`src/rtl/inst_encoder_loader_if.sv`:
```
// Signal bundle between a program source and inst_encoder_loader: field-level encode
// requests in, instruction-memory write port and loader status out.
interface inst_encoder_loader_if;
    logic        start;
    logic        req_valid;
    logic        req_ready;
    logic [3:0]  req_kind;
    logic [2:0]  req_funct3;
    logic        req_alt;
    logic [4:0]  req_rd;
    logic [4:0]  req_rs1;
    logic [4:0]  req_rs2;
    logic [31:0] req_imm;
    logic        imem_we;
    logic [31:0] imem_addr;
    logic [31:0] imem_wdata;
    logic        imem_ready;
    logic [15:0] words_written;
    logic [15:0] err_count;
    logic        full;
    logic [1:0]  dbg_state;

    modport slave (
        input  start, req_valid, req_kind, req_funct3, req_alt,
               req_rd, req_rs1, req_rs2, req_imm, imem_ready,
        output req_ready, imem_we, imem_addr, imem_wdata,
               words_written, err_count, full, dbg_state
    );

    modport master (
        output start, req_valid, req_kind, req_funct3, req_alt,
               req_rd, req_rs1, req_rs2, req_imm, imem_ready,
        input  req_ready, imem_we, imem_addr, imem_wdata,
               words_written, err_count, full, dbg_state
    );
endinterface

```
`src/rtl/inst_encoder_loader.sv`:
```
// Packs field-level RV32I requests into instruction words and streams them into IMEM
// through a one-entry output register; illegal requests are dropped and counted.
module inst_encoder_loader #(
    parameter logic [31:0] BASE_ADDR = 32'h0000_0000,
    parameter int unsigned MAX_WORDS = 1024
) (
    input  logic                  clk,
    input  logic                  reset,
    inst_encoder_loader_if.slave  bus
);
    // Handshake: a request transfers on a rising edge with req_valid & req_ready; a write
    // completes on an edge with imem_we & imem_ready, and imem_we/addr/wdata hold until then.

    localparam logic [15:0] MAX_W = 16'(MAX_WORDS);

    localparam logic [6:0] OP_LUI    = 7'b0110111;
    localparam logic [6:0] OP_AUIPC  = 7'b0010111;
    localparam logic [6:0] OP_JAL    = 7'b1101111;
    localparam logic [6:0] OP_JALR   = 7'b1100111;
    localparam logic [6:0] OP_BRANCH = 7'b1100011;
    localparam logic [6:0] OP_LOAD   = 7'b0000011;
    localparam logic [6:0] OP_STORE  = 7'b0100011;
    localparam logic [6:0] OP_OPIMM  = 7'b0010011;
    localparam logic [6:0] OP_OP     = 7'b0110011;
    localparam logic [6:0] OP_SYSTEM = 7'b1110011;
    localparam logic [6:0] OP_FENCE  = 7'b0001111;

    typedef enum logic [1:0] {
        IDLE = 2'd0,
        RUN  = 2'd1,
        FULL = 2'd2
    } state_t;

    state_t      state_q, state_d;
    logic        we_q, we_d;
    logic [31:0] addr_q, addr_d;
    logic [31:0] wdata_q, wdata_d;
    logic [15:0] words_q, words_d;
    logic [15:0] err_q, err_d;

    logic [31:0] imm;
    logic [4:0]  rd, rs1, rs2;
    logic [2:0]  f3;
    logic        alt;

    assign imm = bus.req_imm;
    assign rd  = bus.req_rd;
    assign rs1 = bus.req_rs1;
    assign rs2 = bus.req_rs2;
    assign f3  = bus.req_funct3;
    assign alt = bus.req_alt;

    // Range checks reduce to "all bits above the field are copies of its sign bit".
    logic i_ok, b_ok, j_ok, u_ok, sh_ok;

    always_comb begin
        i_ok  = (&imm[31:11]) | ~(|imm[31:11]);
        b_ok  = ((&imm[31:12]) | ~(|imm[31:12])) & ~imm[0];
        j_ok  = ((&imm[31:20]) | ~(|imm[31:20])) & ~imm[0];
        u_ok  = ~(|imm[11:0]);
        sh_ok = ~(|imm[31:5]);
    end

    logic        legal;
    logic [31:0] word;

    always_comb begin
        legal = 1'b1;
        word  = 32'h0;
        case (bus.req_kind)
            4'd0: begin
                legal = u_ok;
                word  = {imm[31:12], rd, OP_LUI};
            end
            4'd1: begin
                legal = u_ok;
                word  = {imm[31:12], rd, OP_AUIPC};
            end
            4'd2: begin
                legal = j_ok;
                word  = {imm[20], imm[10:1], imm[11], imm[19:12], rd, OP_JAL};
            end
            4'd3: begin
                legal = i_ok & (f3 == 3'b000);
                word  = {imm[11:0], rs1, f3, rd, OP_JALR};
            end
            4'd4: begin
                legal = b_ok & (f3 != 3'b010) & (f3 != 3'b011);
                word  = {imm[12], imm[10:5], rs2, rs1, f3, imm[4:1], imm[11], OP_BRANCH};
            end
            4'd5: begin
                legal = i_ok & (f3 != 3'b011) & (f3 != 3'b110) & (f3 != 3'b111);
                word  = {imm[11:0], rs1, f3, rd, OP_LOAD};
            end
            4'd6: begin
                legal = i_ok & (f3 <= 3'b010);
                word  = {imm[11:5], rs2, rs1, f3, imm[4:0], OP_STORE};
            end
            4'd7: begin
                // Shifts carry a 5-bit shamt and SRAI's alt bit; other OPIMM ops are plain I-type.
                if ((f3 == 3'b001) || (f3 == 3'b101)) begin
                    legal = sh_ok & (~alt | (f3 == 3'b101));
                    word  = {1'b0, alt, 5'b00000, imm[4:0], rs1, f3, rd, OP_OPIMM};
                end else begin
                    legal = i_ok & ~alt;
                    word  = {imm[11:0], rs1, f3, rd, OP_OPIMM};
                end
            end
            4'd8: begin
                legal = ~alt | (f3 == 3'b000) | (f3 == 3'b101);
                word  = {1'b0, alt, 5'b00000, rs2, rs1, f3, rd, OP_OP};
            end
            4'd9: begin
                legal = i_ok;
                word  = {imm[11:0], rs1, f3, rd, OP_SYSTEM};
            end
            4'd10: begin
                legal = i_ok & (f3 <= 3'b001);
                word  = {imm[11:0], rs1, f3, rd, OP_FENCE};
            end
            default: begin
                legal = 1'b0;
                word  = 32'h0;
            end
        endcase
    end

    logic drain, last_slot, ready_c, accept;

    // The last slot stays reserved while its write is outstanding so FULL is reached exactly.
    always_comb begin
        drain     = we_q & bus.imem_ready;
        last_slot = we_q & ((words_q + 16'd1) == MAX_W);
        ready_c   = (state_q == RUN) & (~we_q | bus.imem_ready) & ~last_slot;
        accept    = bus.req_valid & ready_c;
    end

    always_comb begin
        state_d = state_q;
        we_d    = we_q;
        addr_d  = addr_q;
        wdata_d = wdata_q;
        words_d = words_q;
        err_d   = err_q;
        if (bus.start) begin
            state_d = RUN;
            we_d    = 1'b0;
            addr_d  = BASE_ADDR;
            wdata_d = 32'h0;
            words_d = 16'h0;
            err_d   = 16'h0;
        end else if (state_q == RUN) begin
            if (drain) begin
                we_d    = 1'b0;
                addr_d  = addr_q + 32'd4;
                words_d = words_q + 16'd1;
                if (last_slot) begin
                    state_d = FULL;
                end
            end
            if (accept) begin
                if (legal) begin
                    we_d    = 1'b1;
                    wdata_d = word;
                end else if (err_q != 16'hFFFF) begin
                    err_d = err_q + 16'd1;
                end
            end
        end
    end

    always_ff @(posedge clk) begin
        if (reset) begin
            state_q <= IDLE;
            we_q    <= 1'b0;
            addr_q  <= BASE_ADDR;
            wdata_q <= 32'h0;
            words_q <= 16'h0;
            err_q   <= 16'h0;
        end else begin
            state_q <= state_d;
            we_q    <= we_d;
            addr_q  <= addr_d;
            wdata_q <= wdata_d;
            words_q <= words_d;
            err_q   <= err_d;
        end
    end

    assign bus.req_ready     = ready_c;
    assign bus.imem_we       = we_q;
    assign bus.imem_addr     = addr_q;
    assign bus.imem_wdata    = wdata_q;
    assign bus.words_written = words_q;
    assign bus.err_count     = err_q;
    assign bus.full          = (state_q == FULL);
    assign bus.dbg_state     = state_q;
endmodule
```
`src/flat_wrapper.sv`:
```
// flat-port wrapper written by rule: the top's interface ports become plain ports
module inst_encoder_loader_flat 
#(
    parameter logic [31:0] BASE_ADDR = 32'h0000_0000,
    parameter int unsigned MAX_WORDS = 1024
)
  (clk, reset, bus_start, bus_req_valid, bus_req_kind, bus_req_funct3, bus_req_alt, bus_req_rd, bus_req_rs1, bus_req_rs2, bus_req_imm, bus_imem_ready, bus_req_ready, bus_imem_we, bus_imem_addr, bus_imem_wdata, bus_words_written, bus_err_count, bus_full, bus_dbg_state);
  inst_encoder_loader_if bus_i ();
  input  logic clk;
  input  logic reset;
  input wire logic [$bits(bus_i.start)-1:0] bus_start;
  input wire logic [$bits(bus_i.req_valid)-1:0] bus_req_valid;
  input wire logic [$bits(bus_i.req_kind)-1:0] bus_req_kind;
  input wire logic [$bits(bus_i.req_funct3)-1:0] bus_req_funct3;
  input wire logic [$bits(bus_i.req_alt)-1:0] bus_req_alt;
  input wire logic [$bits(bus_i.req_rd)-1:0] bus_req_rd;
  input wire logic [$bits(bus_i.req_rs1)-1:0] bus_req_rs1;
  input wire logic [$bits(bus_i.req_rs2)-1:0] bus_req_rs2;
  input wire logic [$bits(bus_i.req_imm)-1:0] bus_req_imm;
  input wire logic [$bits(bus_i.imem_ready)-1:0] bus_imem_ready;
  output wire logic [$bits(bus_i.req_ready)-1:0] bus_req_ready;
  output wire logic [$bits(bus_i.imem_we)-1:0] bus_imem_we;
  output wire logic [$bits(bus_i.imem_addr)-1:0] bus_imem_addr;
  output wire logic [$bits(bus_i.imem_wdata)-1:0] bus_imem_wdata;
  output wire logic [$bits(bus_i.words_written)-1:0] bus_words_written;
  output wire logic [$bits(bus_i.err_count)-1:0] bus_err_count;
  output wire logic [$bits(bus_i.full)-1:0] bus_full;
  output wire logic [$bits(bus_i.dbg_state)-1:0] bus_dbg_state;
  assign bus_i.start = bus_start;
  assign bus_i.req_valid = bus_req_valid;
  assign bus_i.req_kind = bus_req_kind;
  assign bus_i.req_funct3 = bus_req_funct3;
  assign bus_i.req_alt = bus_req_alt;
  assign bus_i.req_rd = bus_req_rd;
  assign bus_i.req_rs1 = bus_req_rs1;
  assign bus_i.req_rs2 = bus_req_rs2;
  assign bus_i.req_imm = bus_req_imm;
  assign bus_i.imem_ready = bus_imem_ready;
  assign bus_req_ready = bus_i.req_ready;
  assign bus_imem_we = bus_i.imem_we;
  assign bus_imem_addr = bus_i.imem_addr;
  assign bus_imem_wdata = bus_i.imem_wdata;
  assign bus_words_written = bus_i.words_written;
  assign bus_err_count = bus_i.err_count;
  assign bus_full = bus_i.full;
  assign bus_dbg_state = bus_i.dbg_state;
  inst_encoder_loader #(.BASE_ADDR(BASE_ADDR), .MAX_WORDS(MAX_WORDS)) u_core (.clk(clk), .reset(reset), .bus(bus_i));
endmodule
```
`config.mk`:
```
export PLATFORM = sky130hd
export DESIGN_NAME = inst_encoder_loader_flat
export DESIGN_NICKNAME = d
export VERILOG_FILES = /design/src/rtl/inst_encoder_loader_if.sv /design/src/rtl/inst_encoder_loader.sv /design/src/flat_wrapper.sv
export SDC_FILE = /design/constraint.sdc
export NUM_CORES = 1
export LEC_CHECK = 0
export CORE_MARGIN = 10
export CORE_UTILIZATION = 35
export CTS_BUF_LIST = sky130_fd_sc_hd__clkbuf_8
export DETAILED_ROUTE_END_ITERATION = 12
export SLEW_MARGIN = 20
export SYNTH_ARGS = -nofsm -noshare
export SYNTH_HDL_FRONTEND = slang
export SYNTH_SLANG_ARGS = --single-unit
```
`constraint.sdc`:
```
create_clock -name clk -period 3 [get_ports clk]
set_clock_uncertainty 0.15 [all_clocks]
set_input_delay 0.6 -clock clk [delete_from_list [all_inputs] [get_ports clk]]
set_output_delay 0.6 -clock clk [all_outputs]
set_load 0.03 [all_outputs]
```
==> results.py <==
metrics = {
    "global_routing": {
        "grt_pass1_wl_um": 30600,
        "grt_max_degree": 39,
        "antenna_found_initial": 0,
        "grt_pass1_vias": 5768,
        "grt_usage_pct": 17.2,
        "overflow": 0,
    },
    "clock_network": {
        "clkSinkCount": 96,
        "htree_num_levels": 3,
        "cts_tree": "done",
        "ctsHoldBuffers": 0,
        "clock-root-buffer": "clkbuf_8",
        "clock_latency_ps": 390,
        "cts_made_buffers": 9,
        "clockBufferDepth": 2,
        "clk_pin_slew_ps": 100,
    },
    "route": {
        "viasPerCell": 5.37,
        "dr.pass1.iters": 7,
        "ant_nets": 0,
        "drc": 0,
        "routed_wl_um": 19100,
        "vias": 5950,
        "drt-initial-drc-count": 375,
        "wl_per_cell_um": 17.2,
    },
    "setup_path": {
        "crit_type": "in2reg",
        "critPathLaunchType": "input pin",
        "rrSetupSlack_ps": 330,
        "ff2ff_path_depth": 10,
        "slowest_delay_ps": 550,
        "critPathCaptureType": "flip-flop",
        "reg2reg_from": "u_core.bus.words_written[6]",
        "crit_chain": "clkdlybuf4s50_1 > o31ai_2 > a21oi_2 > a2111oi_4 > o31ai_4 > buf_12 > or4_1 > a21oi_2",
        "critPathMaxFanout": 25,
        "rr_endpoint": "u_core.bus.imem_wdata[17]",
        "cpMostUsedCell": "a21oi_2",
        "cp.arrival_ps": 3140,
        "cp_slowest_cell": "or4_1",
        "worstPathRequired_ps": 3160,
    },
    "place": {
        "dpl.hpwl_um": 14200,
        "dp.cells": 1084,
        "numPortBuffers": 158,
        "gp_congestion": 0.895,
    },
    "die": {
        "die_h_um": 145,
        "initial_core_util_pct": 35.8,
        "die_w_um": 145,
        "core_um2": 15300,
        "io_pins": 161,
        "fp-row-count": 45,
        "die_area_um2": 21000,
    },
    "hold_path": {
        "hp-start": "u_core.bus.imem_wdata[2]",
        "min_path_type": "reg2reg",
        "whs_endpoint": "u_core.bus.imem_wdata[2]",
        "hold_depth": 2,
    },
    "yosys": {
        "synth-async-reset-ratio_pct": 0,
        "synth-seq-cells": 96,
        "synth_commonest_cells": "dfxtp_1, nor2_1, a21oi_1",
        "synth.distinct_cells": 69,
        "ys_seq_area_share_pct": 35.1,
        "synth_area_um2": 5470,
        "synth-edff-count": 0,
        "synth_area_leader_cell": "dfxtp_1",
        "ys_top_cells_by_area": "dfxtp_1, nor2_1, xor2_1",
        "ys_warn_count": 0,
        "synth.avg_cell_area_um2": 8.24,
        "ys.flop_type": "dfxtp_1",
        "synthCells": 664,
        "synth.most_common_cell": "dfxtp_1",
        "synth_top_area_share_pct": 35.1,
    },
    "finish": {
        "area_growth_pct": 52.3,
        "diodes": 0,
        "utilization_pct": 54.6,
        "drive_gt1_share_pct": 20.2,
        "final_cells": 1108,
        "final.fill_count": 1417,
        "nets": 955,
    },
    "timing": {
        "period_share_pct": 99.4,
        "final_hold_viol_count": 0,
        "layout_min_cycle_time_ps": 2980,
        "fmax_ghz": 0.335,
        "tightest_slew_ps": 595,
        "slew_headroom_pct": 60.3,
        "holdWs_ps": 346,
        "drv_slew": 0,
        "setup_viol": 0,
    },
    "power": {
        "power.density_nw_per_um2": 307,
        "fin_total_pwr_mw": 2.55,
        "peakVddDrop_uv": 191,
        "total_leakage_power_nw": 2.92,
    },
    "outcome": {
        "status": "complete, no violations",
    },
    "run": {
        "drv_cap": 0,
    },
}
-- critical path, delay by kind of cell --
family / cells / cell delay, ps
simple gates: 1 / 550
compound gates: 5 / 1280
buf+inv: 2 / 700
-- cells in the final DEF (no fill, tap or decap), types with 4 or more instances in the layout --
master	synthesis	final
clkdlybuf4s50_1	0	153
buf_4	6	96
dfxtp_1	96	85
nor2_1	84	84
a21oi_1	56	54
nand2_1	52	51
xor2_1	36	36
nand3_1	28	27
nand4_1	23	23
mux2i_1	18	18
a211oi_1	19	18
xnor2_1	14	14
nor4_1	17	14
inv_1	13	13
nor3_1	14	12
or3_1	11	10
a31oi_1	10	10
o21ai_0	11	10
a211oi_2	9	10
dfxtp_2	0	10
a22oi_1	9	9
clkbuf_8	0	9
nor2b_1	9	8
or4_1	8	8
o31ai_1	9	7
buf_12	0	7
a222oi_1	6	6
nor4_4	1	4
mux2_2	4	4
-- report_power, final --
part / total, mW / leakage, nW / switching (mW) / internal, mW
Clock: 0.876 / 0.0942 / 0.549 / 0.327
Sequential: 1.28 / 0.779 / 0.00353 / 1.28
Combinational: 0.399 / 2.05 / 0.202 / 0.196
Total: 2.55 / 2.92 / 0.754 / 1.80
-- kinds of logic (layout without fill, tap and decap cells) --
family	count (synthesis)	after routing	synth area share, %
adder cells (fa/ha/maj)	3	3	0.686
buffers and inverters	60	292	5.10
multiplexers	22	22	4.12
AND/OR/NAND/NOR	271	271	25.2
flip-flops	96	96	35.1
AO/OA/AOI/OAI	161	161	21.6
XOR/XNOR	50	50	8.01
other	1	2	0.0686
-- metrics by stage --
| step | instance area, um2 | TNS (ps) | worst slack, ps |
|---|---|---|---|
| 2_1_floorplan | 5470 | 0 | 173 |
| 4_1_cts | 8140 | 0 | 12.1 |
| 3_5_place_dp | 7890 | -17590 | -588 |
| 6_report | 8330 | 0 | 18.7 |
| 5_1_grt | 8330 | -220 | -54.3 |
| 3_3_place_gp | 7890 | -13810 | -449 |
-- layer usage --
layer	up-vias	routed length (um)	global-route usage [%]
met5	-	0	0
met4	0	392	6.23
met3	30	1040	3.85
met2	179	9150	27.6
met1	2850	8520	21.9
li1	2891	-	-
-- final cells by class --
| class | count | area (um2) | area share [%] |
|---|---|---|---|
| Multi-Input combinational cell | 509 | 3410 | 41.0 |
| Timing Repair Buffer | 263 | 2460 | 29.6 |
| Sequential cell | 96 | 1940 | 23.3 |
| Tap cell | 211 | 264 | 3.17 |
| Clock buffer | 9 | 124 | 1.49 |
| Clock inverter | 7 | 73.8 | 0.886 |
| Inverter | 13 | 48.8 | 0.586 |
-- registers in the layout, indices dropped and copies added (netlist names) --
name and cells:
u_core.bus.words_written 16, u_core.bus.dbg_state 2, u_core.bus.imem_wdata 31, u_core.bus.err_count 16
u_core.bus.imem_we 1, u_core.bus.imem_addr 30
-- worst max path at each step --
stage / from / end / slack [ps] / cells after the start
finish: bus_req_kind[1] / u_core.bus.err_count[2] / 20 / 8
detailed placement: bus_req_funct3[1] / u_core.bus.err_count[2] / -590 / 9
CTS: u_core.bus.words_written[8] / bus_req_ready / 10 / 7
floorplan: u_core.bus.words_written[8] / bus_req_ready / 170 / 7
global route: bus_req_kind[3] / u_core.bus.err_count[2] / -50 / 9
global placement: bus_req_funct3[1] / u_core.bus.err_count[6] / -450 / 9
-- what timing repair did --
item / CTS / global route
gates resized for setup: 15 / 37
setup endpoints to repair: 14 / 24
buffers inserted: 1 / 7
endpoints found under the hold margin: 0 / 0
pin swaps: 4 / 8
(Power assumes the default switching activity.)
